--- src/rtl/alu_muldiv_unit.sv ---
// alu_muldiv_unit: iterative multiply/divide unit with private HI/LO registers.
// Decodes mult/multu/div/divu/mthi/mtlo from OpCode/Funct. Multiplication is
// shift-add (LSB first), division is restoring (MSB first). Both take WIDTH
// iterations plus one sign-fix cycle.
// Optional feature macro: MDU_DIV_EN. When it is defined, div/divu and the
// restoring datapath are built. When it is undefined, div/divu decode as
// unrecognised ops.
module alu_muldiv_unit #(
    parameter int WIDTH = 32
) (
    input  logic             clk,
    input  logic             reset,
    input  logic             in_valid,
    output logic             in_ready,
    input  logic [5:0]       OpCode,
    input  logic [5:0]       Funct,
    input  logic [WIDTH-1:0] a,
    input  logic [WIDTH-1:0] b,
    output logic [WIDTH-1:0] hi,
    output logic [WIDTH-1:0] lo,
    output logic             busy,
    output logic             done,
    output logic             illegal
);
    localparam int            CW   = $clog2(WIDTH);
    localparam logic [CW-1:0] LAST = CW'(WIDTH - 1);

    localparam logic [5:0] F_MULT  = 6'h18;
    localparam logic [5:0] F_MULTU = 6'h19;
    localparam logic [5:0] F_MTHI  = 6'h11;
    localparam logic [5:0] F_MTLO  = 6'h13;
`ifdef MDU_DIV_EN
    localparam logic [5:0] F_DIV   = 6'h1a;
    localparam logic [5:0] F_DIVU  = 6'h1b;

    typedef enum logic [1:0] {IDLE = 2'd0, MUL = 2'd1, FIX = 2'd2, DIV = 2'd3} state_t;
`else
    typedef enum logic [1:0] {IDLE = 2'd0, MUL = 2'd1, FIX = 2'd2} state_t;
`endif

    // Conditional two's-complement negation. Used both for magnitude capture
    // and for the final sign fix; the most negative value maps to itself.
    function automatic logic signed [WIDTH-1:0] neg_w(input logic signed [WIDTH-1:0] x,
                                                      input logic en);
        return en ? -x : x;
    endfunction

    function automatic logic signed [2*WIDTH-1:0] neg_2w(input logic signed [2*WIDTH-1:0] x,
                                                         input logic en);
        return en ? -x : x;
    endfunction

    state_t             state, state_nxt;
    logic               is_r, op_mult, op_div, op_mthi, op_mtlo, op_signed;
    logic               recognised, accept, iterating;
    logic [CW-1:0]      cnt;
    logic               sgn_a, sgn_b;
    logic [WIDTH-1:0]   mcand;
    logic [2*WIDTH-1:0] acc;
    logic [WIDTH:0]     mul_sum;
    logic [2*WIDTH-1:0] prod;
    logic [WIDTH-1:0]   fix_hi, fix_lo;
`ifdef MDU_DIV_EN
    logic               fix_div, bzero;
    logic [WIDTH-1:0]   dvsr, quo, rem;
    logic [WIDTH:0]     div_shift;
    logic [WIDTH+1:0]   div_trial;
    logic               trial_ok;
`endif

    // Decode the presented instruction and form the accept strobe.
    always_comb begin
        is_r      = (OpCode == 6'h00);
        op_mult   = is_r && ((Funct == F_MULT) || (Funct == F_MULTU));
`ifdef MDU_DIV_EN
        op_div    = is_r && ((Funct == F_DIV) || (Funct == F_DIVU));
`else
        op_div    = 1'b0;
`endif
        op_mthi   = is_r && (Funct == F_MTHI);
        op_mtlo   = is_r && (Funct == F_MTLO);
        // mult and div have even Funct codes, their unsigned forms odd ones.
        op_signed = ~Funct[0];
        recognised = op_mult || op_div || op_mthi || op_mtlo;
        accept    = in_valid && (state == IDLE);
    end

    // State register.
    always_ff @(posedge clk) begin
        if (reset) begin
            state <= IDLE;
        end else begin
            state <= state_nxt;
        end
    end

    // Next-state logic and handshake outputs.
    always_comb begin
        state_nxt = state;
        in_ready  = (state == IDLE);
        busy      = (state != IDLE);
        iterating = (state == MUL);
        case (state)
            IDLE: begin
                if (accept && op_mult) state_nxt = MUL;
`ifdef MDU_DIV_EN
                if (accept && op_div)  state_nxt = DIV;
`endif
            end
            MUL: begin
                if (cnt == LAST) state_nxt = FIX;
            end
`ifdef MDU_DIV_EN
            DIV: begin
                iterating = 1'b1;
                if (cnt == LAST) state_nxt = FIX;
            end
`endif
            FIX:     state_nxt = IDLE;
            default: state_nxt = IDLE;
        endcase
    end

    // Iteration counter and the registered done/illegal pulses.
    always_ff @(posedge clk) begin
        if (reset) begin
            cnt     <= '0;
            done    <= 1'b0;
            illegal <= 1'b0;
        end else begin
            done    <= (state == FIX);
            illegal <= accept && !recognised;
            if (accept) begin
                cnt <= '0;
            end else if (iterating) begin
                cnt <= cnt + CW'(1);
            end
        end
    end

    // Shift-add multiplier: the adder is one bit wider so the carry shifts
    // into the accumulator instead of being dropped.
    assign mul_sum = {1'b0, acc[2*WIDTH-1:WIDTH]} + {1'b0, mcand};

    // Multiplier operand capture and iteration.
    always_ff @(posedge clk) begin
        if (accept && (op_mult || op_div)) begin
            sgn_a <= op_signed & a[WIDTH-1];
            sgn_b <= op_signed & b[WIDTH-1];
        end
        if (accept && op_mult) begin
            mcand <= neg_w(a, op_signed & a[WIDTH-1]);
            acc   <= {{WIDTH{1'b0}}, neg_w(b, op_signed & b[WIDTH-1])};
        end else if (state == MUL) begin
            if (acc[0]) begin
                acc <= {mul_sum, acc[WIDTH-1:1]};
            end else begin
                acc <= {1'b0, acc[2*WIDTH-1:1]};
            end
        end
    end

`ifdef MDU_DIV_EN
    // Restoring divider: the partial remainder is WIDTH+1 bits while the next
    // dividend bit is shifted in; a non-negative trial always fits WIDTH bits,
    // so both top bits of the trial must be clear for a quotient bit of 1.
    assign div_shift = {rem, quo[WIDTH-1]};
    assign div_trial = {1'b0, div_shift} - {2'b00, dvsr};
    assign trial_ok  = (div_trial[WIDTH+1:WIDTH] == 2'b00);

    // Divider operand capture and iteration.
    always_ff @(posedge clk) begin
        if (accept && (op_mult || op_div)) begin
            fix_div <= op_div;
        end
        if (accept && op_div) begin
            dvsr  <= neg_w(b, op_signed & b[WIDTH-1]);
            quo   <= neg_w(a, op_signed & a[WIDTH-1]);
            rem   <= '0;
            bzero <= (b == '0);
        end else if (state == DIV) begin
            rem <= trial_ok ? div_trial[WIDTH-1:0] : div_shift[WIDTH-1:0];
            quo <= {quo[WIDTH-2:0], trial_ok};
        end
    end
`endif

    // Sign fix-up of the finished result. A zero divisor leaves the dividend
    // in the remainder and all ones in the quotient, so only LO needs forcing.
    always_comb begin
        prod   = neg_2w(acc, sgn_a ^ sgn_b);
        fix_hi = prod[2*WIDTH-1:WIDTH];
        fix_lo = prod[WIDTH-1:0];
`ifdef MDU_DIV_EN
        if (fix_div) begin
            fix_hi = neg_w(rem, sgn_a);
            fix_lo = bzero ? {WIDTH{1'b1}} : neg_w(quo, sgn_a ^ sgn_b);
        end
`endif
    end

    // HI/LO registers: written by mthi/mtlo on accept or by the FIX cycle.
    always_ff @(posedge clk) begin
        if (reset) begin
            hi <= '0;
            lo <= '0;
        end else begin
            if (accept && op_mthi) hi <= a;
            if (accept && op_mtlo) lo <= a;
            if (state == FIX) begin
                hi <= fix_hi;
                lo <= fix_lo;
            end
        end
    end

endmodule

--- config.mk ---
export PLATFORM = sky130hd
export DESIGN_NAME = alu_muldiv_unit
export DESIGN_NICKNAME = d
export VERILOG_FILES = /design/src/rtl/alu_muldiv_unit.sv
export SDC_FILE = /design/constraint.sdc
export NUM_CORES = 1
export LEC_CHECK = 0
export BUFFER_PORTS_ARGS = -buffer_cell sky130_fd_sc_hd__buf_2
export CAP_MARGIN = 20
export CORE_MARGIN = 4
export CORE_UTILIZATION = 45
export CTS_CLUSTER_SIZE = 8
export DETAILED_ROUTE_END_ITERATION = 8
export HOLD_SLACK_MARGIN = 0.15
export PLACE_DENSITY = 0.73
export SETUP_SLACK_MARGIN = 0.3
export SYNTH_ARGS = -nofsm -noshare
export SYNTH_HDL_FRONTEND = slang
export SYNTH_SLANG_ARGS = --single-unit
--- constraint.sdc ---
create_clock -name clk -period 11.67 [get_ports clk]
set_clock_uncertainty 0.1 [all_clocks]
set_input_delay 0 -clock clk [delete_from_list [all_inputs] [get_ports clk]]
set_output_delay 0 -clock clk [all_outputs]
set_load 0.05 [all_outputs]
==> impl_metrics.json <==
{
  "status": "finished clean",
  "die-height_um": 165,
  "wl_per_cell_um": 18.3,
  "clockBufferDepth": 2,
  "timing.hold.ws_ns": 0.260,
  "yosysUniqueCellTypes": 66,
  "clk_latency_ns": 0.44,
  "cts-htree-levels": 4,
  "cap_viol_max_count": 0,
  "avgSynthCellArea_um2": 8.21,
  "routed_via_density": 5.84,
  "grt_usage_pct": 25.2,
  "post_cts_buffers": 0,
  "cts.clk_slew.worst_paths_ns": 0.07,
  "period_share_pct": 30.7,
  "cp.required_ns": 11.91,
  "worst_ep_arrival_time_ns": 3.81,
  "cp_cell_sequence": "clkinv_1 -> buf_4 -> ha_1 -> nor4b_1 -> and3_1 -> and3_1 -> nand2_1 -> o31ai_1 -> xnor2_1 -> nor2_1 -> a311oi_1",
  "nFillCells": 2155,
  "drive_above_1_share_pct": 13.9,
  "wl_met2_mm": 16.3,
  "cts_tree": "built",
  "mostFrequentLayoutCells": "nand2_1, buf_2, nor2_1",
  "path_max_fanout": 36,
  "drc": 0,
  "final-setup-viol-count": 0,
  "top_layer": "met4",
  "post_cts_resized": 0,
  "io_buffers": 146,
  "dieArea_um2": 27200,
  "drt-met1-wl_mm": 14.4,
  "grt_max_degree": 92,
  "area_growth_pct": 22.5,
  "place_area_um2": 12000,
  "slowest_delay_ns": 0.47,
  "cts_sinks": 171,
  "drt-total-wl_mm": 34.2,
  "crit_type": "reg2reg",
  "gr-total-overflow": 0,
  "ys_seq_area_share_pct": 36.9,
  "num-nets-final": 1648,
  "ios": 147,
  "postRouteAntennaNets": 0,
  "drtIter0Drc": 1015,
  "p_leak_nw": 5.38,
  "p_total_mw": 1.54,
  "async_flop_share_pct": 0,
  "dr.pass1.iters": 5,
  "slew_headroom_pct": 38.3,
  "p_per_area_nw_per_um2": 113,
  "tightest_slew_ns": 0.926,
  "final_common_cell": "nand2_1",
  "synth_top_area_share_pct": 19.0,
  "vdd_drop_max_mv": 0.0870,
  "syn_inst": 1347,
  "hpwl_mm": 24.0,
  "drv_slew": 0,
  "crit_top_cell": "and3_1",
  "syn_area_um2": 11100,
  "synth_area_leader_cell": "dfxtp_1",
  "cts_made_buffers": 17,
  "crit_path_end_kind": "register",
  "crit_path_top_delay_cell": "nor4b_1",
  "synth_top_flop_cell": "dfxtp_1",
  "hold_class": "in2reg",
  "rsz0062_at_grt": "false",
  "netlist_top_cells_area": "dfxtp_1, edfxtp_1, nand2_1, xnor2_1, a311oi_1",
  "met3WireLength_mm": 2.31,
  "finalHoldViolations": 0,
  "synth_edf_count": 66,
  "row_count": 57,
  "period_minus_slack_ns": 3.58,
  "antenna_found_initial": 1,
  "tns_ns": 0,
  "fp.dieW_um": 165,
  "core_area_um2": 24200,
  "grt_pass1_vias": 10342,
  "critPathLaunchType": "register",
  "final_area_um2": 13600,
  "cts_hold_buf": 91,
  "syn_nets": 1464,
  "gp_congestion": 0.879,
  "start_util_pct": 45.6,
  "grt_pass1_wl_mm": 54.8,
  "max_freq_ghz": 0.280,
  "ys_seq_elements": 171,
  "place_ws_ns": 8.18,
  "ys_warn_count": 0,
  "num_vias": 10922,
  "cts_root_buffer": "clkbuf_16",
  "fin_ws_ns": 8.09
}
layout make-up:
type | instances | area, um^2 | area share [%]
Multi-Input combinational cell | 1062 | 6580 | 48.6
Sequential cell | 171 | 4080 | 30.1
Timing Repair Buffer | 252 | 1790 | 13.2
Clock buffer | 22 | 497 | 3.67
Tap cell | 324 | 405 | 2.99
Inverter | 27 | 101 | 0.748
Clock inverter | 10 | 87.6 | 0.646
Antenna cell | 1 | 2.50 | 0.0185
worst max-delay path: cells and delay by family, from the launching register on:
family,cells,cell delay [ns]
compound gates,2,0.61
simple gates,5,1.54
fa+ha+maj,1,0.27
flops,1,0.39
xor+xnor,1,0.16
buf+inv,2,0.40
cells in the mapped netlist (all sizes together), types with 26 or more instances:
master / count
edfxtp: 66
nand2: 212
o21ai: 94
inv: 26
clkbuf: 77
dfxtp: 105
ha: 37
nor3: 32
xnor2: 82
a21oi: 102
nor2: 135
a311oi: 63
xor2: 62
metal layers:
layer  GRT usage (%)  up-vias
li1                -     5237
met1            34.1     5125
met2            41.0      474
met3            2.67       86
met4            10.5        0
met5               0        -
where the power goes:
part           internal, mW  switching [mW]  leakage, nW  total [mW]
registers             0.638          0.0379         1.45       0.676
logic                 0.138           0.155         3.64       0.293
clock network         0.324           0.244        0.285       0.568
worst paths after layout:
path | start | slack, ns | endpoint | cells after the start
setup reg to reg | acc[0]$_DFFE_PP_ | 8.09 | hi[18]$_SDFFE_PP0P_ | 11
setup / recovery | acc[0]$_DFFE_PP_ | 8.09 | hi[18]$_SDFFE_PP0P_ | 11
hold reg to reg | cnt[4]$_SDFFE_PP0P_ | 0.37 | cnt[4]$_SDFFE_PP0P_ | 2
hold / removal | Funct[3] | 0.26 | mcand[26]$_DFFE_PP_ | 4
cell families (layout without fill, tap and decap cells):
family / count (synthesis) / count (layout) / synth area share [%]
AO/OA/AOI/OAI: 366 / 366 / 21.5
XOR/XNOR: 144 / 144 / 11.4
adder cells (fa/ha/maj): 38 / 38 / 4.37
buffers and inverters: 114 / 311 / 3.96
flip-flops: 171 / 171 / 36.9
multiplexers: 10 / 10 / 0.927
other: 0 / 1 / 0
AND/OR/NAND/NOR: 504 / 504 / 20.9
metrics by stage:
stage,utilization [%],cells
after floorplan,-,1347
after global placement,49.5,1743
after detailed placement,49.6,1744
after CTS,55.8,1867
after global routing,55.9,1869
final,55.9,1869
registers in the layout, summed over array words and instances (netlist names):
register	flops
acc	64
cnt	5
done	1
hi	32
illegal	1
lo	32
mcand	32
sgn_a	1
sgn_b	1
state	2
Note: power is estimated with default switching activity, not from simulation.
